--- src/rtl/imm_gen_pkg.sv ---
// imm_gen_pkg: immediate-mode and FSM-state encodings shared by the immediate generator.
package imm_gen_pkg;
    localparam logic [1:0] IMM_LI     = 2'd0;
    localparam logic [1:0] IMM_SHAMT  = 2'd1;
    localparam logic [1:0] IMM_UPPER  = 2'd2;
    localparam logic [1:0] IMM_PREFIX = 2'd3;
    localparam logic [0:0] ST_IDLE     = 1'b0;
    localparam logic [0:0] ST_PFX_HELD = 1'b1;
endpackage

--- src/rtl/imm_gen_fmt.sv ---
// imm_gen_fmt: combinational mode/format mux producing the immediate and its prefix-used flag.
module imm_gen_fmt
    import imm_gen_pkg::*;
#(
    parameter int DATA_W    = 32,
    parameter int IMM_W     = 21,
    parameter int SHAMT_W   = 5,
    parameter int SHAMT_LSB = 6
) (
    input  logic [IMM_W-1:0]        code,
    input  logic [1:0]              sel,
    input  logic [DATA_W-IMM_W-1:0] prefix,
    input  logic                    pfx_valid,
    output logic [DATA_W-1:0]       data,
    output logic                    pfx_used
);
    localparam int PFX_W = DATA_W - IMM_W;

    // A held prefix only combines with LI; other modes ignore it.
    always_comb begin
        data = (sel == IMM_LI)    ? (pfx_valid ? {prefix, code} : {{PFX_W{code[IMM_W-1]}}, code})
             : (sel == IMM_SHAMT) ? {{(DATA_W-SHAMT_W){1'b0}}, code[SHAMT_LSB +: SHAMT_W]}
             : (sel == IMM_UPPER) ? {code[PFX_W-1:0], {IMM_W{1'b0}}}
             : '0;
        pfx_used = pfx_valid && (sel == IMM_LI);
    end
endmodule

--- src/rtl/imm_gen_seq.sv ---
// imm_gen_seq: registered immediate generator with two-beat PREFIX mode and valid/ready handshake.
// Optional IMM_GEN_PFX_ERR_EN adds Pfx_Err, pulsing when a held prefix is dropped or overwritten.
module imm_gen_seq
    import imm_gen_pkg::*;
#(
    parameter int DATA_W    = 32,
    parameter int IMM_W     = 21,
    parameter int SHAMT_W   = 5,
    parameter int SHAMT_LSB = 6
) (
    input  logic              clk,
    input  logic              reset,
    input  logic              In_Valid,
    output logic              In_Ready,
    input  logic [IMM_W-1:0]  Instruction_Code,
    input  logic [1:0]        Imm_Sel,
    output logic              Out_Valid,
    input  logic              Out_Ready,
    output logic [DATA_W-1:0] Gen_Imm_Data,
`ifdef IMM_GEN_PFX_ERR_EN
    output logic              Pfx_Err,
`endif
    output logic              Pfx_Used
);
    localparam int PFX_W = DATA_W - IMM_W;

    logic [0:0]        state_q, state_d;
    logic [PFX_W-1:0]  pfx_q, pfx_d;
    logic              out_valid_q, out_valid_d;
    logic [DATA_W-1:0] data_q, data_d;
    logic              used_q, used_d;
    logic [DATA_W-1:0] fmt_data;
    logic              fmt_used;
    logic              accept, is_pfx;

    imm_gen_fmt #(
        .DATA_W(DATA_W), .IMM_W(IMM_W), .SHAMT_W(SHAMT_W), .SHAMT_LSB(SHAMT_LSB)
    ) u_fmt (
        .code(Instruction_Code),
        .sel(Imm_Sel),
        .prefix(pfx_q),
        .pfx_valid(state_q == ST_PFX_HELD),
        .data(fmt_data),
        .pfx_used(fmt_used)
    );

    assign In_Ready = !reset && (!out_valid_q || Out_Ready);
    assign accept   = In_Valid && In_Ready;
    assign is_pfx   = (Imm_Sel == IMM_PREFIX);

    // PREFIX beats only touch the prefix register; the output slot just drains on pop.
    always_comb begin
        state_d     = accept ? (is_pfx ? ST_PFX_HELD : ST_IDLE) : state_q;
        pfx_d       = (accept && is_pfx) ? Instruction_Code[PFX_W-1:0] : pfx_q;
        out_valid_d = (accept && !is_pfx) ? 1'b1 : (Out_Ready ? 1'b0 : out_valid_q);
        data_d      = (accept && !is_pfx) ? fmt_data : data_q;
        used_d      = (accept && !is_pfx) ? fmt_used : used_q;
    end

    always_ff @(posedge clk or posedge reset) begin
        if (reset) begin
            state_q     <= ST_IDLE;
            pfx_q       <= '0;
            out_valid_q <= 1'b0;
            data_q      <= '0;
            used_q      <= 1'b0;
        end else begin
            state_q     <= state_d;
            pfx_q       <= pfx_d;
            out_valid_q <= out_valid_d;
            data_q      <= data_d;
            used_q      <= used_d;
        end
    end

`ifdef IMM_GEN_PFX_ERR_EN
    logic err_q, err_d;
    always_comb begin
        err_d = accept && (state_q == ST_PFX_HELD) && (Imm_Sel != IMM_LI);
    end
    always_ff @(posedge clk or posedge reset) begin
        if (reset) err_q <= 1'b0;
        else       err_q <= err_d;
    end
    assign Pfx_Err = err_q;
`endif

    assign Out_Valid    = out_valid_q;
    assign Gen_Imm_Data = data_q;
    assign Pfx_Used     = used_q;
endmodule
--- config.mk ---
export PLATFORM = sky130hd
export DESIGN_NAME = imm_gen_seq
export DESIGN_NICKNAME = d
export VERILOG_FILES = /design/src/rtl/imm_gen_pkg.sv /design/src/rtl/imm_gen_fmt.sv /design/src/rtl/imm_gen_seq.sv
export SDC_FILE = /design/constraint.sdc
export NUM_CORES = 1
export LEC_CHECK = 0
export ABC_AREA = 1
export BUFFER_PORTS_ARGS = -buffer_cell sky130_fd_sc_hd__clkbuf_2
export CAP_MARGIN = 20
export CELL_PAD_IN_SITES_DETAIL_PLACEMENT = 1
export CELL_PAD_IN_SITES_GLOBAL_PLACEMENT = 1
export CORE_UTILIZATION = 25
export DETAILED_ROUTE_END_ITERATION = 8
export GPL_ROUTABILITY_DRIVEN = 0
export PLACE_DENSITY = 0.56
export SLEW_MARGIN = 20
export SYNTH_ARGS = -nofsm -noshare
export SYNTH_HDL_FRONTEND = slang
export SYNTH_HIERARCHICAL = 1
export SYNTH_SLANG_ARGS = --single-unit
--- constraint.sdc ---
create_clock -name clk -period 1.3 [get_ports clk]
set_input_delay 0 -clock clk [delete_from_list [all_inputs] [get_ports clk]]
set_output_delay 0 -clock clk [all_outputs]
set_load 0.05 [all_outputs]
==> results.py <==
metrics = {
    "outcome": {
        "status": "completed",
    },
    "logic_synthesis": {
        "yosys-top-cells-area": "dfrtp_1, nand2_1, nand4_1, buf_6, inv_1",
        "synth.most_common_cell": "nand2_1",
        "synthCells": 317,
        "syn_area_mm2": 0.00242,
        "synth_top_area_frac": 0.475,
        "synth_top_cell_by_area": "dfrtp_1",
        "ys_async_sr_fraction": 1.00,
        "synth_nets": 344,
        "synth_seq_cells": 46,
        "postSynth.topFlopCell": "dfrtp_1",
        "yosysSeqAreaShare": 0.475,
        "synth.top_cells.by_count": "nand2_1, dfrtp_1, nand4_1",
        "synth_edf_count": 0,
        "synth.avg_cell_area_um2": 7.64,
        "synth.distinct_cells": 16,
        "ys_warn_count": 6,
    },
    "floorplan": {
        "dieHeight_um": 100,
        "coreArea_mm2": 0.00933,
        "initial_utilization": 0.260,
        "die_w_um": 100,
        "rows": 35,
        "io_pins": 62,
        "die_area_mm2": 0.0101,
    },
    "finish": {
        "fin_util": 0.346,
        "area_growth_syn_to_layout_pct": 33.1,
        "drive_gt1_frac": 0.232,
        "nNetsFinal": 423,
        "layout.cells.non_filler": 526,
        "fillerInstances": 1165,
        "diodes": 0,
    },
    "global_route": {
        "grt_overflow": 0,
        "grt_max_degree": 35,
        "antenna_found_initial": 0,
        "grtUsageTotal": 0.180,
        "grt_pass1_vias": 2525,
        "grt_pass1_wl_um": 13800,
    },
    "clock_network": {
        "clk_pin_slew_ns": 0.09,
        "cts_buffer_depth": 2,
        "htree_levels": 2,
        "root_buffer": "clkbuf_8",
        "cts_buffers": 5,
        "clock-sinks": 46,
        "cts_tree": "built",
        "clock_latency_ns": 0.30,
    },
    "setup_path": {
        "cp.required_ns": 1.30,
        "cp_slowest_cell": "dfrtp_1",
        "crit_path_end": "In_Ready",
        "rr_startpoint": "Out_Valid",
        "critPathMaxFanout": 3,
        "crit_type": "reg -> out",
        "reg2reg_slack_ns": 0.05,
        "rr_worst_depth": 5,
        "crit_path_end_kind": "output port",
        "max_stage_delay_ns": 0.43,
        "cpMostUsedCell": "buf_12",
        "cp-start-kind": "flip-flop",
        "timing.rr.end": "Gen_Imm_Data[3]",
        "crit_arrival_ns": 1.26,
        "path_cells": "a21oi_4 > buf_12 > buf_12",
        "cp-startpoint": "Out_Valid",
    },
    "placed_design": {
        "port_buffers": 61,
        "place_inst": 498,
        "dpl.hpwl_um": 5280,
    },
    "job": {
        "max-cap-violations": 0,
    },
    "sta": {
        "hold_slack_ns": 0.00766,
        "timing.slew.headroom": 0.680,
        "fin_tns_setup_ns": 0,
        "rsz0062_at_grt": "yes",
        "slew_viol_final": 0,
        "skew_ns": 0.00206,
        "period_share": 0.966,
        "tightest_slew_ns": 0.480,
        "fin_crit_ns": 1.26,
        "setup_viol": 0,
        "final_hold_viol_count": 0,
        "fmax_mhz": 797,
    },
    "power_and_ir_drop": {
        "peakVddDrop_v": 0.000429,
        "p_leak_nw": 1.82,
        "powerDensity_mw_per_mm2": 1280,
        "power.total_mw": 4.12,
    },
    "route": {
        "drt_iter0_markers": 98,
        "wire_per_inst_um": 15.6,
        "vias": 2407,
        "drc": 0,
        "routed_wl_um": 8220,
        "avgViaCountPerCell": 4.58,
        "dr.pass1.iters": 4,
        "ant_nets": 0,
    },
    "min_path": {
        "hp-class": "in -> reg",
    },
}
[layer usage]
| layer | GRT usage | part of all wire | vias up |
|---|---|---|---|
| met2 | 0.288 | 0.47 | 53 |
| met5 | 0 | 0 | - |
| met1 | 0.252 | 0.49 | 1178 |
| met4 | 0.0446 | 0.014 | 0 |
| li1 | - | - | 1167 |
| met3 | 0.0299 | 0.030 | 9 |
[critical path, delay by kind of cell, from the launching register on]
kind | cells | cell delay [ns]
flip-flops | 1 | 0.43
buffers and inverters | 2 | 0.28
AO/OA/AOI/OAI | 1 | 0.24
[through the flow]
| step | area (um2) | setup slack [ns] |
|---|---|---|
| 2_1_floorplan | 2430 | -0.0959 |
| 3_3_place_gp | 2880 | 0.133 |
| 3_5_place_dp | 2880 | 0.114 |
| 4_1_cts | 3220 | 0.0177 |
| 5_1_grt | 3220 | -0.0277 |
| 6_report | 3220 | 0.0446 |
[what timing repair did]
action                                  CTS  global route
gates resized for setup                   0             1
pin swaps                                 1             0
endpoints found under the hold margin    62             0
endpoints found under the setup margin    1             5
hold buffers                             17             0
gates cloned                              1             0
buffers inserted                          2             0
[cells in the final DEF, fill, tap and decap left out, types with 2 or more instances in the layout]
cell | synthesis | final
buf_12 | 0 | 6
buf_4 | 7 | 10
clkbuf_1 | 1 | 2
clkbuf_2 | 0 | 60
clkbuf_8 | 0 | 5
dfrtp_1 | 46 | 46
dlygate4sd3_1 | 0 | 17
inv_1 | 20 | 19
inv_2 | 2 | 2
nand2_1 | 155 | 154
nand2_2 | 1 | 2
nand4_1 | 44 | 44
nor2_1 | 18 | 18
o21ai_0 | 5 | 5
[sequential cells by signal, indices dropped and copies added, names as in the netlist]
register	flops
Gen_Imm_Data	32
pfx_q	11
Out_Valid	1
Pfx_Used	1
state_q	1
[worst min-delay path by stage]
stage / startpoint / endpoint / slack, ns / depth (start not counted)
6_report: Instruction_Code[11] / Gen_Imm_Data[11] / 0.008 / 5
5_1_grt: Instruction_Code[12] / Gen_Imm_Data[12] / 0.02 / 5
4_1_cts: Instruction_Code[11] / Gen_Imm_Data[11] / 0.002 / 5
3_5_place_dp: reset / pfx_q[9] / 0.15 / 3
3_3_place_gp: reset / pfx_q[9] / 0.14 / 3
2_1_floorplan: reset / Gen_Imm_Data[0] / 0.04 / 1
[cell type report]
class / count / area (um2) / area share
repair buffers: 94 / 698 / 0.217
well taps: 129 / 161 / 0.0501
flip-flops and latches: 46 / 1150 / 0.357
multi-input cells: 227 / 1020 / 0.316
clock inverters: 1 / 30.0 / 0.00932
clock buffers: 7 / 76.3 / 0.0237
inverters: 22 / 86.3 / 0.0268
[report_power, final]
part / leakage (nW) / switching [mW] / internal, mW
clock: 0.0524 / 0.516 / 0.577
sequential: 0.605 / 0.117 / 1.62
combinational: 1.17 / 0.931 / 0.361
total: 1.82 / 1.56 / 2.56
[cells by family after synthesis]
logic type	Yosys count	share of synthesized area
AO/OA/AOI/OAI	6	0.0171
buffers and inverters	44	0.104
flip-flops	46	0.475
AND/OR/NAND/NOR	221	0.403
Power figures use the tool's default switching activity.
